`src/rtl/bp_update_arbiter.sv`:
```
// bp_update_arbiter
//   Collects up to N resolved branches per cycle from EX and serialises them,
//   oldest first, onto the single BTB/BHT update port of the branch predictor.
//   Entries live in a circular FIFO of DEPTH slots. A cycle's lanes are taken
//   all-or-nothing; when they do not fit, EX is stalled and must hold them.
//
// Ports
//   clock, reset            rising-edge clock, asynchronous active-high reset
//   ex_branch_en[N]         lane carries a resolved branch/jump
//   ex_cond_en[N]           lane is a conditional branch
//   ex_taken[N]             lane outcome (meaningful only when conditional)
//   ex_pc, ex_target        per-lane PC / resolved target, lane i at [i*XLEN +: XLEN]
//   ex_stall                this cycle's lanes were not accepted
//   upd_valid/upd_ready     handshake for the head entry towards BP
//   upd_cond, upd_taken     head entry kind / outcome
//   upd_pc, upd_target      head entry PC / target
//   count                   occupied entries
//   stall_cycles            saturating count of cycles with ex_stall high
module bp_update_arbiter #(
   parameter int N     = 3,
   parameter int DEPTH = 8,
   parameter int XLEN  = 32
) (
   input  logic                     clock,
   input  logic                     reset,
   input  logic [N-1:0]             ex_branch_en,
   input  logic [N-1:0]             ex_cond_en,
   input  logic [N-1:0]             ex_taken,
   input  logic [N*XLEN-1:0]        ex_pc,
   input  logic [N*XLEN-1:0]        ex_target,
   output logic                     ex_stall,
   output logic                     upd_valid,
   input  logic                     upd_ready,
   output logic                     upd_cond,
   output logic                     upd_taken,
   output logic [XLEN-1:0]          upd_pc,
   output logic [XLEN-1:0]          upd_target,
   output logic [$clog2(DEPTH):0]   count,
   output logic [15:0]              stall_cycles
);

   localparam int PTR_W = $clog2(DEPTH);
   localparam int CNT_W = PTR_W + 1;

   function automatic logic [CNT_W-1:0] popcnt(input logic [N-1:0] v);
      logic [CNT_W-1:0] acc;
      acc = '0;
      for (int i = 0; i < N; i++) begin
         acc = acc + CNT_W'(v[i]);
      end
      return acc;
   endfunction

   logic [XLEN-1:0]  pc_mem    [DEPTH];
   logic [XLEN-1:0]  tgt_mem   [DEPTH];
   logic             cond_mem  [DEPTH];
   logic             taken_mem [DEPTH];

   logic [PTR_W-1:0] head_reg, head_next;
   logic [PTR_W-1:0] tail_reg, tail_next;
   logic [CNT_W-1:0] count_reg, count_next;
   logic [15:0]      stall_reg, stall_next;

   logic [CNT_W-1:0] n_req;
   logic [CNT_W-1:0] free_slots;
   logic             accept;
   logic             fire;
   logic [PTR_W-1:0] wr_idx [N];

   assign n_req      = popcnt(ex_branch_en);
   // Free space is judged on the registered count only; a head leaving this
   // same cycle does not make room for this cycle's lanes.
   assign free_slots = CNT_W'(DEPTH) - count_reg;
   assign ex_stall   = (n_req > free_slots);
   assign accept     = !ex_stall;

   assign upd_valid  = (count_reg != '0);
   assign fire       = upd_valid && upd_ready;

   // Each valid lane lands at tail plus the number of valid lanes below it,
   // so invalid lanes leave no holes in the FIFO.
   genvar gi;
   generate
      for (gi = 0; gi < N; gi++) begin : g_lane
         localparam logic [N-1:0] BELOW = N'((1 << gi) - 1);
         assign wr_idx[gi] = tail_reg + PTR_W'(popcnt(ex_branch_en & BELOW));
      end
   endgenerate

   // Entry storage needs no reset: an entry is only observable while it is
   // counted, and the outputs are masked to zero when the FIFO is empty.
   always_ff @(posedge clock) begin
      for (int i = 0; i < N; i++) begin
         if (accept && ex_branch_en[i]) begin
            pc_mem[wr_idx[i]]    <= ex_pc[i*XLEN +: XLEN];
            tgt_mem[wr_idx[i]]   <= ex_target[i*XLEN +: XLEN];
            cond_mem[wr_idx[i]]  <= ex_cond_en[i];
            taken_mem[wr_idx[i]] <= ex_cond_en[i] & ex_taken[i];
         end
      end
   end

   always_comb begin
      head_next  = head_reg + PTR_W'(fire);
      tail_next  = tail_reg;
      count_next = count_reg - CNT_W'(fire);
      stall_next = stall_reg;
      if (accept) begin
         // n_req <= DEPTH, truncation to PTR_W is the mod-DEPTH wrap.
         tail_next  = tail_reg + PTR_W'(n_req);
         count_next = count_reg + n_req - CNT_W'(fire);
      end
      if (ex_stall && (stall_reg != 16'hFFFF)) begin
         stall_next = stall_reg + 16'd1;
      end
   end

   always_ff @(posedge clock or posedge reset) begin
      if (reset) begin
         head_reg  <= '0;
         tail_reg  <= '0;
         count_reg <= '0;
         stall_reg <= '0;
      end else begin
         head_reg  <= head_next;
         tail_reg  <= tail_next;
         count_reg <= count_next;
         stall_reg <= stall_next;
      end
   end

   assign upd_cond     = upd_valid ? cond_mem[head_reg]  : 1'b0;
   assign upd_taken    = upd_valid ? taken_mem[head_reg] : 1'b0;
   assign upd_pc       = upd_valid ? pc_mem[head_reg]    : '0;
   assign upd_target   = upd_valid ? tgt_mem[head_reg]   : '0;
   assign count        = count_reg;
   assign stall_cycles = stall_reg;

endmodule

```
`config.mk`:
```
export PLATFORM = sky130hd
export DESIGN_NAME = bp_update_arbiter
export DESIGN_NICKNAME = d
export VERILOG_FILES = /design/src/rtl/bp_update_arbiter.sv
export SDC_FILE = /design/constraint.sdc
export NUM_CORES = 1
export LEC_CHECK = 0
export CAP_MARGIN = 25
export CORE_ASPECT_RATIO = 2
export CORE_MARGIN = 10
export CORE_UTILIZATION = 60
export CTS_BUF_LIST = sky130_fd_sc_hd__clkbuf_4
export DETAILED_ROUTE_END_ITERATION = 10
export MAX_ROUTING_LAYER = met4
export PLACE_DENSITY = 0.91
export SETUP_SLACK_MARGIN = 0.2
export SLEW_MARGIN = 20
export SYNTH_ARGS = -nofsm -noshare
export SYNTH_HDL_FRONTEND = slang
export SYNTH_SLANG_ARGS = --single-unit
```
`constraint.sdc`:
```
create_clock -name clock -period 28.9 [get_ports clock]
set_input_delay 2.89 -clock clock [delete_from_list [all_inputs] [get_ports clock]]
set_output_delay 2.89 -clock clock [all_outputs]
set_load 0.005 [all_outputs]
```
Yosys cells after proc, flatten, opt, wreduce, memory -nomap -nowiden
Memory sizes are Yosys's and may differ from the RTL's.
Index checks and enable logic that the tools add are counted.
Storage, ports and cells
  register bits after elaboration: 26
  memory bits (writable): 528
  input port bits: 204
  output and inout port bits: 88
  word-level logic and storage cells: 42
  memories: 4
Memories
  pc_mem: words 8, width 32, rd ports 1, clocked after Yosys merged registers in 0, wr ports 3, RTL line 54  | logic [XLEN-1:0] pc_mem [DEPTH];
  tgt_mem: words 8, width 32, rd ports 1, clocked after Yosys merged registers in 0, wr ports 3, RTL line 55  | logic [XLEN-1:0] tgt_mem [DEPTH];
  cond_mem: words 8, width 1, rd ports 1, clocked after Yosys merged registers in 0, wr ports 3, RTL line 56  | logic cond_mem [DEPTH];
  taken_mem: words 8, width 1, rd ports 1, clocked after Yosys merged registers in 0, wr ports 3, RTL line 57  | logic taken_mem [DEPTH];
Cells by class
  $add $sub $neg: 11
  magnitude comparators: 1
  equal/unequal tests: 1
  multiplexer cells: 11
  bitwise operators: 3
  reduce and logical (&&, ||, !) cells: 7
Operator list (count)
  two-way mux 32 bit: 2
  adder 16 x 1 -> 16 bit (second input constant): 1
  != test 16 bit (second input constant): 1
  two-way mux 1 bit: 8
  subtractor 4 x 1 -> 4 bit: 2
  adder 3 x 1 -> 3 bit: 2
  logical AND 1 bit: 5
  adder 4 x 1 -> 4 bit: 1
  adder 4 bit: 1
  greater-than comparator 4 bit: 1
  two-way mux 4 bit: 1
  nonzero test 4 bit: 1
  subtractor 4 bit (first input constant): 1
  adder 3 x 2 -> 3 bit: 1
  adder 3 bit: 1
  AND 1 bit: 3
  adder 1 x 1 -> 2 bit: 1
  logical NOT 1 bit: 1

Depth between registers and ports, before layout
  depth after elaboration: 7
  gate-level depth with buffers: 14
  gate-level depth less buffers: 12

Worst setup path after synthesis
Ideal clock, no wire load.
  path kind: input to register
  start: input port ex_branch_en[0]
  end: memory cond_mem[0], enable pin
  library setup time: 717 ps
  arrival: 12394 ps
  required time: 28183 ps
  path slack: 15789 ps
  cell stages on the path: 10
  path buffers: 1
  cells stage by stage: ha_1 > ha_1 > ha_1 > ha_1 > nor4b_1 > a31o_2 > o21ai_4 > buf_2 > nand2b_1 > o311ai_0
RTL lines
  start: declaration: RTL line 26  | input logic [N-1:0] ex_branch_en,
  end: declaration: RTL line 56

Worst setup path in the final report
  start: input port ex_branch_en[0]
  end: output port ex_stall
On the way
  longest elaborated chain between the ends: 3
Ends and longest elaborated chain
  adder 1 x 1 -> 2 bit: RTL line 49  | acc = acc + CNT_W'(v[i]);
  adder 4 x 1 -> 4 bit: RTL line 49
  greater-than comparator 4 bit: RTL line 74  | assign ex_stall = (n_req > free_slots);
  end: declaration: RTL line 31  | output logic ex_stall,
Every way passes these cells.

==> summary.md <==
| Metric | Value |
|---|---|
| Ys async rst share | `0.0469` |
| 1st-pass router iterations | `7` |
| Top_reg_cell synth | `edfxtp_1` |
| Post-synth EDFFs | `528` |
| Post-DP HPWL | `63700 um` |
| Post-synth top area share | `0.457` |
| DRC | `0` |
| Tot Pwr | `0.00494 W` |
| RSZ-0062 raised after global routing | `no` |
| Slew @ Worst Pin | `1150 ps` |
| Max-Cap Viols | `0` |
| Commonest non-fill, non-tap cell in the layout | `mux2_2` |
| Post-CTS setup buffer count | `0` |
| Port Buffer Count | `291` |
| Post-Syn Area | `34700 um^2` |
| Area Overhead vs Synth | `15.9%` |
| Worst setup SP type | `input pin` |
| HP Class | `reg -> reg` |
| Avg Inst Size Synth | `15.4 um^2` |
| Max Freq | `0.106 GHz` |
| Pint | `0.00308 W` |
| Final WL | `108000 um` |
| Syn. warnings | `0` |
| Total CTS buffers | `132` |
| CP endpoint kind | `output pin` |
| CTS root buf | `clkbuf_4` |
| Vias in the first global route | `25300` |
| Largest net degree at the start of global routing | `61` |
| Io pins | `292` |
| TritonCTS clock tree | `done` |
| Core Rows | `124` |
| Resized Gates After CTS | `0` |
| Clk Latency, worst-skew pair | `920 ps` |
| CORE AREA | `57200 um^2` |
| Synth area leader | `edfxtp_1` |
| Clk pwr share | `0.132` |
| First-pass GRT wire length | `159000 um` |
| Placer Congestion | `0.899` |
| Status | `finished clean` |
| Post-route ant nets | `0` |
| Die Width | `190 um` |
| Worst hold start | `stall_cycles[10]` |
| Pwr Density | `123 nW/um^2` |
| Setup TNS | `0 ps` |
| CP Class | `in -> out` |
| Mapped Nets | `2478` |
| Drt wl/cell | `31.6 um` |
| Switch Pwr | `0.00185 W` |
| Arrival @ worst endpoint | `6520 ps` |
| Setup crit start | `ex_branch_en[0]` |
| Peak supply drop | `0.000160 V` |
| RR Startpoint | `count[1]` |
| CTS clk-pin slew, worst paths | `60 ps` |
| Final Max Slew Viols | `0` |
| Sequential share of the synthesized area | `0.476` |
| Synth Instances | `2250` |
| Final setup vio count | `0` |
| H-tree depth | `4` |
| CP Data Required Time | `26010 ps` |
| Most area-consuming cells after synthesis | `edfxtp_1 (46%), mux2_2 (31%), mux4_2 (8.6%)` |
| Maximum net fanout on the critical path | `21` |
| Die area | `68400 um^2` |
| GRT overflow | `0` |
| Initial Util | `0.606` |
| Part of the cycle the worst path needs | `0.326` |
| GR Util All Layers | `0.320` |
| Die H | `360 um` |
| Seq cells post-synth | `554` |
| Hold buffer count at cts | `0` |
| Min Tclk post-route | `9410 ps` |
| DR vias | `23200` |
| Share of layout cells above drive strength 1 | `0.552` |
| Final net count | `2786` |
| Sw frac | `0.376` |
| Logic pwr share | `0.528` |
| CTS Buffer Depth | `3` |
| Max Clock Skew | `54.9 ps` |
| Via-per-instance ratio | `6.79` |
| Final hold viol count | `0` |
| Leak | `14.5 nW` |
| Number of library cell types mapped by synthesis | `52` |
| Iteration-0 DRC Markers | `2120` |
| Slew HR | `0.231` |
| Initial antenna violation count | `13` |
| CTS sink count | `554` |
| Sequential fraction of design power | `0.339` |
| Most frequent cells in the layout | `mux2_2 (970), edfxtp_1 (528), clkdlybuf4s50_1 (291), clkbuf_4 (190), mux4_2 (132)` |
==> critical path: stages <==
cell	delay, ps
clkdlybuf4s50_1	650
ha_1	310
ha_1	190
ha_1	250
ha_1	360
nor4b_1	430
a31o_2	260
o21ai_4	190
inv_2	320
clkdlybuf4s50_1	660
==> Yosys cell counts (2+ instances only) <==
| library cell | number |
|---|---|
| o211ai_1 | 3 |
| a21oi_1 | 2 |
| nand2b_1 | 2 |
| mux4_2 | 132 |
| mux2_4 | 60 |
| a31oi_1 | 10 |
| inv_1 | 14 |
| nor4_1 | 4 |
| or2_2 | 2 |
| dfrtp_1 | 26 |
| a211oi_1 | 8 |
| nand3_1 | 14 |
| xor2_1 | 15 |
| or3b_2 | 2 |
| nor2_1 | 87 |
| ha_1 | 20 |
| mux2i_1 | 76 |
| fa_1 | 4 |
| o21ai_0 | 2 |
| nor3_1 | 2 |
| clkbuf_1 | 78 |
| nand2_1 | 24 |
| or3_1 | 7 |
| nand3b_1 | 4 |
| a22oi_1 | 8 |
| buf_2 | 50 |
| nor2b_1 | 3 |
| mux2_2 | 970 |
| buf_1 | 33 |
| buf_6 | 11 |
| edfxtp_1 | 528 |
| xnor2_1 | 12 |
| mux2_1 | 10 |
| o311ai_0 | 4 |
| nand4_1 | 6 |
==> worst paths after layout <==
kind / to / slack [ps] / depth (start not counted)
worst min-delay path: stall_cycles[10] / 500 / 1
min in group asynchronous: count[3] / 2460 / 2
worst max register to register: pc_mem[5][28] / 23760 / 11
worst min register to register: stall_cycles[10] / 500 / 1
max in group asynchronous: stall_cycles[3] / 25940 / 3
worst max-delay path: ex_stall / 19490 / 10
==> cells by family (layout without fill, tap and decap cells) <==
family | count (synthesis) | after routing | share of synthesized area
mux | 1248 | 1248 | 0.452
flops | 554 | 554 | 0.476
buf+inv | 187 | 581 | 0.0244
simple gates | 164 | 164 | 0.0217
compound gates | 46 | 46 | 0.0102
xor+xnor | 27 | 27 | 0.00682
fa+ha+maj | 24 | 24 | 0.00952
other cells | 0 | 13 | 0
==> final cells by class <==
| class | instances | area [um^2] |
|---|---|---|
| fillers | 3753 | 17000 |
| repair buffers | 346 | 3450 |
| multi-input cells | 1509 | 17600 |
| clock buffers | 190 | 1430 |
| flip-flops and latches | 554 | 16500 |
| diodes | 13 | 32.5 |
| well taps | 756 | 946 |
| inverters | 15 | 56.3 |
| clock inverters | 30 | 218 |
==> metrics by stage <==
stage / hold slack [ps] / worst slack [ps] / instances / area [um^2] / utilization
floorplan: 477 / 15790 / 2250 / 34700 / -
global route: 513 / 19250 / 3413 / 40200 / 0.702
CTS: 502 / 19500 / 3399 / 40200 / 0.701
detailed placement: 490 / 19520 / 3179 / 38500 / 0.673
global placement: 482 / 19650 / 3172 / 38400 / 0.670
finish: 504 / 19490 / 3413 / 40200 / 0.702
==> layer usage <==
layer | up-vias | GRT usage | routed length (um)
met4 | 0 | 0.173 | 5360
met3 | 356 | 0.0612 | 8890
li1 | 9651 | - | -
met2 | 1413 | 0.537 | 55800
met1 | 11800 | 0.352 | 37700
met5 | - | - | 0
==> power by group through the flow <==
| stage | clock network (W) | registers, W | logic [W] |
|---|---|---|---|
| 2_1_floorplan | 0 | 0.00170 | 0.00162 |
| 3_3_place_gp | 0 | 0.00164 | 0.00251 |
| 3_5_place_dp | 0 | 0.00169 | 0.00259 |
| 4_1_cts | 0.000662 | 0.00167 | 0.00260 |
| 5_1_grt | 0.000702 | 0.00170 | 0.00273 |
| 6_report | 0.000652 | 0.00168 | 0.00261 |
Note: power is estimated with default switching activity, not from simulation.
